--- src/rtl/piso_stream_serializer.sv ---
`timescale 1ns/1ps
// piso_stream_serializer
//   Parallel-in/serial-out serializer with valid/ready handshakes on both sides.
//   An N-bit word is accepted into a one-word holding register. It is then moved
//   into the shifter and sent one bit per cycle, MSB- or LSB-first. The holding
//   register lets the next word wait while the current frame is sent, so
//   back-to-back frames leave no idle cycle between them.
//
// Parameters
//   N          data word width (N >= 2)
//   MSB_FIRST  1: in_data[N-1] is sent first, 0: in_data[0] is sent first
//
// Configuration macro
//   PISO_PARITY_EN  when defined, each frame carries N data bits followed by one
//                   even-parity bit (^word). out_last marks the parity bit.
//                   When undefined, a frame is exactly N bits.
//
// Ports
//   clk        rising-edge clock
//   reset      asynchronous reset, active low
//   in_valid   producer presents a word on in_data
//   in_ready   holding register is free; a word is taken when in_valid & in_ready
//   in_data    parallel word
//   out_ready  sink takes out_bit this cycle
//   out_valid  out_bit is valid
//   out_bit    serial data bit
//   out_first  first bit of a frame
//   out_last   last bit of a frame
//   busy       shifter or holding register occupied
//
// state | meaning
// IDLE  | shifter empty, waiting for the holding register to fill
// SHIFT | frame in progress, out_valid asserted
module piso_stream_serializer #(
  parameter int N         = 8,
  parameter bit MSB_FIRST = 1'b1
) (
  input  logic         clk,
  input  logic         reset,
  input  logic         in_valid,
  output logic         in_ready,
  input  logic [N-1:0] in_data,
  input  logic         out_ready,
  output logic         out_valid,
  output logic         out_bit,
  output logic         out_first,
  output logic         out_last,
  output logic         busy
);

`ifdef PISO_PARITY_EN
  localparam int FRAME = N + 1;
`else
  localparam int FRAME = N;
`endif
  localparam int            CW       = $clog2(N + 2);
  localparam logic [CW-1:0] CNT_LAST = CW'(FRAME - 1);

  typedef enum logic {
    IDLE  = 1'b0,
    SHIFT = 1'b1
  } state_t;

  state_t        state_q, state_d;
  logic [N-1:0]  hold_q, hold_d;
  logic [N-1:0]  shift_q, shift_d;
  logic          hold_full_q, hold_full_d;
  logic          in_ready_q, in_ready_d;
  logic [CW-1:0] cnt_q, cnt_d;
`ifdef PISO_PARITY_EN
  logic          par_q, par_d;
`endif

  logic accept;
  logic xfer;
  logic at_last;
  logic load;
  logic data_bit;
  logic serial_bit;

  always_comb begin
    accept  = in_valid & in_ready_q;
    xfer    = (state_q == SHIFT) & out_ready;
    at_last = (cnt_q == CNT_LAST);
    // Shifter loads from hold either when idle or on the final bit transfer,
    // the latter giving gap-free streaming.
    load    = hold_full_q & ((state_q == IDLE) | (xfer & at_last));

    state_d     = state_q;
    hold_d      = hold_q;
    hold_full_d = hold_full_q;
    shift_d     = shift_q;
    cnt_d       = cnt_q;
`ifdef PISO_PARITY_EN
    par_d       = par_q;
`endif

    case (state_q)
      IDLE: begin
        if (hold_full_q) begin
          state_d = SHIFT;
          cnt_d   = '0;
        end
      end
      SHIFT: begin
        if (xfer) begin
          if (at_last) begin
            cnt_d = '0;
            if (!hold_full_q) state_d = IDLE;
          end else begin
            cnt_d   = cnt_q + CW'(1);
            shift_d = MSB_FIRST ? {shift_q[N-2:0], 1'b0} : {1'b0, shift_q[N-1:1]};
          end
        end
      end
      default: state_d = IDLE;
    endcase

    if (load) begin
      shift_d     = hold_q;
      hold_full_d = 1'b0;
`ifdef PISO_PARITY_EN
      par_d       = ^hold_q;
`endif
    end

    // Applied after the reload so a same-edge accept lands in hold while the
    // shifter takes the previous hold contents.
    if (accept) begin
      hold_d      = in_data;
      hold_full_d = 1'b1;
    end

    in_ready_d = ~hold_full_d;
  end

  always_ff @(posedge clk or negedge reset) begin
    if (!reset) begin
      state_q     <= IDLE;
      hold_q      <= '0;
      hold_full_q <= 1'b0;
      shift_q     <= '0;
      cnt_q       <= '0;
      in_ready_q  <= 1'b0;
`ifdef PISO_PARITY_EN
      par_q       <= 1'b0;
`endif
    end else begin
      state_q     <= state_d;
      hold_q      <= hold_d;
      hold_full_q <= hold_full_d;
      shift_q     <= shift_d;
      cnt_q       <= cnt_d;
      in_ready_q  <= in_ready_d;
`ifdef PISO_PARITY_EN
      par_q       <= par_d;
`endif
    end
  end

  assign data_bit = MSB_FIRST ? shift_q[N-1] : shift_q[0];

`ifdef PISO_PARITY_EN
  assign serial_bit = (cnt_q == CW'(N)) ? par_q : data_bit;
`else
  assign serial_bit = data_bit;
`endif

  assign out_valid = (state_q == SHIFT);
  assign out_bit   = out_valid & serial_bit;
  assign out_first = out_valid & (cnt_q == '0);
  assign out_last  = out_valid & at_last;
  assign busy      = out_valid | hold_full_q;
  assign in_ready  = in_ready_q;

endmodule
--- config.mk ---
export PLATFORM = sky130hd
export DESIGN_NAME = piso_stream_serializer
export DESIGN_NICKNAME = d
export VERILOG_FILES = /design/src/rtl/piso_stream_serializer.sv
export SDC_FILE = /design/constraint.sdc
export NUM_CORES = 1
export LEC_CHECK = 0
export BUFFER_PORTS_ARGS = -buffer_cell sky130_fd_sc_hd__buf_4
export CORE_ASPECT_RATIO = 1.75
export CORE_MARGIN = 1.5
export CORE_UTILIZATION = 45
export CTS_BUF_LIST = sky130_fd_sc_hd__clkbuf_16
export DETAILED_ROUTE_END_ITERATION = 6
export GPL_TIMING_DRIVEN = 1
export PLACE_DENSITY_LB_ADDON = 0.2
export SLEW_MARGIN = 25
export SYNTH_ARGS = -nofsm -noshare
export SYNTH_HDL_FRONTEND = slang
export SYNTH_SLANG_ARGS = --single-unit
export TNS_END_PERCENT = 30
--- constraint.sdc ---
create_clock -name clk -period 2.5 [get_ports clk]
set_input_delay 0.125 -clock clk [delete_from_list [all_inputs] [get_ports clk]]
set_output_delay 0.125 -clock clk [all_outputs]
set_load 0.1 [all_outputs]
# ---- Word level (Yosys, flattened, before mapping)
# Index checks and enable logic that the tools add are counted.
dict set report classes {
  add_sub_neg 1
  mul 0
  n_div 0
  order_cmp 0
  n_eq_ne 4
  n_shift 0
  muxes 14
  n_bitwise 11
  reduce_logical 5
}
# operator count
set op_table {}
lappend op_table {{$mux 8} 4}
lappend op_table {{$mux 4} 3}
lappend op_table {{$pmux 4 s2} 1}
lappend op_table {{$and 1x1->1} 7}
lappend op_table {{$mux 1} 5}
lappend op_table {{$add 4x1->4 const B} 1}
lappend op_table {{$eq 4x3->1 const B} 1}
lappend op_table {{$logic_not 4->1} 1}
lappend op_table {{$ne 2x1->1 const B} 2}
lappend op_table {{$reduce_bool 2->1} 2}
lappend op_table {{$reduce_and 3->1} 1}
lappend op_table {{$ne 2x2->1 const B} 1}
lappend op_table {{$not 1->1} 2}
lappend op_table {{$or 1x1->1} 2}
lappend op_table {{$pmux 1 s2} 1}
lappend op_table {{$reduce_and 2->1} 1}
dict set report totals {
  ff_bits 23
  latch_bits 0
  ramBits 0
  rom_bits 0
  inputBits 12
  memories 0
}

# ---- Longest topological paths before layout
# Gate-level depths: netlist of the first run.
dict set report depth {
  depth_word 7
  ltp_mapped 5
}

# ---- Least setup slack after synthesis of the first run
# No wires, ideal clock.
dict set report synth_path {
  path_type {register -> output}
  start {reg state_q, in the netlist out_valid}
  end {out out_first}
  t_arrival_ns 4.575
  setup_slack_ns -2.200
  path_stages_with_launch 5
  path_buffers 2
  path_cell_list {dfrtp_1 > buf_2 > inv_1 > buf_2 > nor4b_1}
}
dict set report synth_via {
  elab_chain_len 1
}
# item line
set synth_lines {}
lappend synth_lines {{from (decl)} 64} ;# state_t state_q, state_d;
lappend synth_lines {{from (signal assigned)} 149} ;# state_q <= state_d;
lappend synth_lines {{$and 1x1->1} 171} ;# assign out_first = out_valid & (cnt_q == '0);
lappend synth_lines {{to (decl)} 46} ;# output logic out_first,
# No other way between the ends.

# ---- Worst setup path in the final report of the first run
# Same ends and word-level chain as after synthesis.

==> results of run 1 <==
## layer usage
metal | wire length [µm] | vias up | global-route usage [%]
met4 | 60 | 0 | 7.78
met2 | 1230 | 30 | 29.2
met5 | 0 | - | 0
li1 | - | 416 | -
met1 | 948 | 449 | 25.1
met3 | 110 | 8 | 2.88
## power by group
part | internal, mW | switching, mW
clock | 0.213 | 0.123
combinational | 0.208 | 0.278
sequential | 0.525 | 0.140
## registers in the layout (all words and copies together) (netlist names)
name         flops
hold_full_q      1
cnt_q            4
hold_q           8
in_ready         1
shift_q          8
out_valid        1
## cell type report
cell class / count / area share, %
repair buffers: 18 / 10.1
inverters: 5 / 1.38
flip-flops and latches: 23 / 42.2
well taps: 25 / 2.29
clock inverters: 1 / 0.275
multi-input cells: 69 / 38.3
clock buffers: 3 / 5.50
## critical path: cells and delay by family, from the launching register on
kind          cells  cell delay (ps)
simple gates      1              270
buf+inv           2              620
flops             1              540
## kinds of logic (layout without fill, tap and decap cells)
| family | Yosys count | in the layout | share of synthesized area [%] |
|---|---|---|---|
| AO/OA/AOI/OAI | 32 | 32 | 19.4 |
| multiplexers | 10 | 10 | 9.88 |
| adder cells (fa/ha/maj) | 2 | 2 | 2.22 |
| AND/OR/NAND/NOR | 25 | 25 | 13.2 |
| buffers and inverters | 10 | 27 | 4.22 |
| flip-flops | 23 | 23 | 51.1 |
## worst max path at each step
stage | startpoint | endpoint | slack (ps) | depth (start not counted)
after CTS | out_valid | out_first | 690 | 3
after global placement | cnt_q[0] | shift_q[0] | 940 | 4
after global routing | out_valid | out_first | 610 | 3
after floorplan | out_valid | out_first | -160 | 4
after detailed placement | cnt_q[0] | shift_q[0] | 880 | 4
final | out_valid | out_first | 680 | 3
## cell usage in the layout (no fill, tap or decap), types with 3 or more instances in the layout
cell type | netlist | layout
dfrtp_1 | 23 | 23
buf_4 | 0 | 17
o211ai_1 | 14 | 14
o21ai_0 | 11 | 11
nand3_1 | 10 | 10
mux2_2 | 9 | 9
inv_1 | 5 | 6
nand2_1 | 3 | 3
clkbuf_16 | 0 | 3
==> metrics, run 1 <==
setup slack after layout between 600 and 700 ps; first-pass GRT wire length 3760 µm; Post-synth EDFFs 0; Synth area leaders dfrtp_1 51%, o211ai_1 9.3%, mux2_2 9.0%; peak supply drop around 0.57 mV; filler instances 189; Worst path max stage delay 540 ps; placed cells ~140; Post-CTS Setup Bufs 0; CTS tree yes; Setup TNS 0 ps; power per cell area around 1100 mW/mm²; vias in the first global route a little over 800; post-route ant nets 0; n_diodes 0; 1st-iter DRT viols 34; drt total wl 2350 µm; # H-tree levels 1; Synth Flop Type dfrtp_1; R2R Path End out_valid; setup violators final 0; Die Y between 60 and 70 µm; gr ovfl total 0; synthesized instance count about 100; Tot Pwr between 1 and 1.5 mW; worst reg2reg setup slack between 800 and 900 ps; Worst-Margin Slew around 560 ps; Yosys top cell by area dfrtp_1; Root Driver clkbuf_16; Multi-input gate area ~520 µm²; Die W between 40 and 50 µm; number of synthesized register bits 23; die area around 0.0028 mm²; synthesis-to-finish area growth 21.0%; Final nets 134; core region area approximately 0.0023 mm²; Hold Path Origin in_data[7]; hold buffers post-CTS 1; CP Data Arrival Time 1690 ps; routability cong. approximately 0.9; Post-Syn Area between 0.001 and 0.0015 mm²; CP endpoint kind primary output; pins over their slew limit 0; Site Rows 23; pin count of the biggest net entering global routing 24; worst r2r path cells 4; post_cts resized 0; syn_area_per_cell 11.1 µm²; register area share after synthesis 51.1%; Residual DRC 0; First-pass DRT Iterations 4; Yosys cell types 28; Reg area roughly 580 µm²; post-place setup slack approximately 880 ps; via/cell ratio 6.27; Clk Latency, worst-skew pair between 200 and 300 ps; CP Class reg2out; total CTS buffers 3; slowest CP cell dfrtp_1; asr flop ratio synth 100%; Mapped Nets around 120; R2R Path Start cnt_q[0]; total of max-cap violations 0; clock sinks 23; via count roughly 900; leakage power total 0.606 nW; Hold Path End hold_q[7]; Tightest Hold Check Type in2reg; Hold Violations, Final 0; FMAX ~0.55 GHz; IO Pins 18; layout cell share with drive strength beyond 1 around 29%; crit path launch type flip-flop; Cell Count, Final, Fillers Out about 140; Clock Skew between 4 and 5 ps; worst-path fanout max 12; port buffer count 17; relative slew slack around three fifths; placed cell areas 0.00127 mm²; fin crit share between 70% and 80%; Synth top cells by count 23 x dfrtp_1, 14 x o211ai_1, 11 x o21ai_0; worst endpoint required time between 2000 and 2500 ps; fin area between 0.001 and 0.0015 mm²; RSZ-0062 raised after global routing false; CP cell instances inv_1 -> nor4b_4 -> buf_4; GRT Util Overall between 10% and 20%; synthesis warning total 0; status completed; Clock transition at path regs about 60 ps; HPWL after detailed placement approximately 1600 µm; average wire per standard cell 16.3 µm; cell with the most instances after synthesis dfrtp_1; Util after Layout 58.5%; Starting Density between 40% and 50%; final hold slack around 99 ps; initial antenna violation count 0; deepest clock path buffer count 2; post-synth top area share between 50% and 60%; Hold Path Stages 2; crit path time final between 1500 and 2000 ps
Power figures use the tool's default switching activity.
==> run 2: changes to the inputs <==
- ABC_AREA: default -> 1
- clock period: 2.5 -> 1.6 ns (I/O delays scaled with it)
==> metrics, run 2 <==
status completed; total CTS buffers 3; gr ovfl total 0; syn_area_per_cell ~8.7 µm²; First-pass DRT Iterations 4; via/cell ratio approximately 5; deepest clock path buffer count 2; synthesized instance count around 130; Mapped Nets about 150; CP Data Arrival Time around 1500 ps; Post-synth EDFFs 0; leakage power total approximately 0.75 nW; crit path launch type flip-flop; slowest CP cell dfrtp_1; port buffer count 17; total of max-cap violations 0; n_diodes 0; CP Class reg2out; post-synth top area share 50.3%; asr flop ratio synth 100%; met1 Use GR 22.4%; most frequent cells in the layout 28 x nand2_1, 24 x inv_1, 21 x dfrtp_1; worst-path fanout max 3; register area share after synthesis 50.3%; Largest regs hold_q (8), shift_q (8), cnt_q (4); worst setup path endpoint out_first; met3 global-route usage under 10%; synthesis-to-finish area growth 23.7%; commonest non-fill, non-tap cell in the layout nand2_1; # H-tree levels 1; largest family of logic cells by synthesized area simple AND/OR/NAND/NOR gates; Post-Syn Area approximately 0.0011 mm²; Starting Density between 40% and 50%; RSZ-0062 raised after global routing false; number of synthesized register bits 23; first-pass GRT wire length a little under 4000 µm; Synth Flop Type dfrtp_1; power per cell area 1720 mW/mm²; R2R Path End shift_q[7]; CP endpoint kind primary output; worst r2r path cells 6; Worst-Margin Slew 497 ps; via count between 800 and 900; Synth top cells by count 30 x nand2_1, 23 x dfrtp_1, 23 x inv_1; average wire per standard cell between 10 and 15 µm; Synth area leaders dfrtp_1 50%, nand2_1 9.8%, inv_1 7.5%; final hold slack ~66 ps; Die W 41.1 µm; crit path time final 1530 ps; Yosys top cell by area dfrtp_1; met2 usage approximately a third; fin area roughly 0.0014 mm²; drt total wl 2330 µm; Cell Count, Final, Fillers Out between 150 and 200; Util after Layout ~58%; fin crit share a little over nine tenths; Final nets between 150 and 200; CP cell instances inv_1 -> ha_1 -> nand2_4 -> nor3_4 -> buf_6; top cell family by delay on the critical path flip-flops; GRT busiest layer met2; Clk Latency, worst-skew pair between 200 and 300 ps; worst path buffer plus inverter count 2; post-place setup slack 186 ps; Root Driver clkbuf_16; clock sinks 23; layout cell share with drive strength beyond 1 23.0%; die area 0.00287 mm²; cell with the most instances after synthesis nand2_1; Die Y 69.7 µm; setup violators final 0; FMAX around 0.66 GHz; Synth Area in XOR/XNOR 1.53%; Hold Violations, Final 0; CTS tree yes; Clock transition at path regs 60 ps; Clock Skew between 3 and 4 ps; synthesis warning total 0; Site Rows 24; simple-gate share of the synthesized area 25.5%; Worst path max stage delay 400 ps; HPWL after detailed placement approximately 1700 µm; R2R Path Start cnt_q[0]; routability cong. 0.856; Stages on worst setup path 5; initial antenna violation count 0; mux cell area share after synthesis 0%; Tot Pwr 2.44 mW; Yosys cell types 22; pin count of the biggest net entering global routing 24; peak supply drop 0.971 mV; placed cell areas 0.00132 mm²; Tightest Hold Check Type in2reg; pins over their slew limit 0; vias in the first global route 893; GRT Util Overall 20.3%; 1st-iter DRT viols 19; IO Pins 18; post-route ant nets 0; Setup TNS 0 ps; worst endpoint required time ~1500 ps; Residual DRC 0; placed cells between 150 and 200; Adder-Cell Fraction of Synth Area 2.19%; setup slack after layout 73.3 ps; Compound-Gate Fraction of Synth Area 10.2%; crit path launch cnt_q[0]; worst reg2reg setup slack between 150 and 200 ps; relative slew slack between 60 and 70%; core region area between 0.002 and 0.0025 mm²
## run 2: repair_timing
item	4_1_cts	5_1_grt
hold endpoints to repair	23	0
setup endpoints to repair	0	1
resized for setup	0	1
hold buffers	1	0
setup buffers	0	0
## run 2: worst register-to-register path, cell delays in order (launching register included)
cell	delay [ps]
dfrtp_1	380
ha_1	240
nand3_4	160
o21ai_4	290
inv_4	100
nand3_1	100
nand2_1	50
## run 2: cell type report
type | count | area (µm²)
clock inverters | 1 | 3.75
flip-flops and latches | 23 | 581
repair buffers | 19 | 149
well taps | 26 | 32.5
inverters | 25 | 96.3
multi-input cells | 81 | 479
clock buffers | 3 | 75.1
fillers | 230 | 1050
## run 2: worst min path at each step
stage,from,depth (start not counted),to,slack (ps)
2_1_floorplan,reset,0,cnt_q[0],-220
3_3_place_gp,reset,1,out_valid,-10
3_5_place_dp,reset,1,hold_full_q,-6
4_1_cts,in_data[4],3,hold_q[4],70
5_1_grt,in_data[0],3,hold_q[0],100
6_report,in_data[4],3,hold_q[4],70
## run 2: kinds of logic after synthesis
logic type | count (synthesis)
buf+inv | 28
compound gates | 17
xor+xnor | 2
flops | 23
fa+ha+maj | 2
simple gates | 60
## run 2: per-layer routing
metal / vias up / part of all wire [%]
li1: 461 / -
met1: 407 / 39
met2: 18 / 56
met3: 5 / 2.8
met4: 0 / 2.6
met5: - / 0
## run 2: where the power goes
group          switching [mW]  total (mW)  leakage, nW  internal, mW
registers               0.141       0.946        0.276         0.806
clock network           0.200       0.533       0.0423         0.334
logic                   0.658       0.959        0.435         0.302
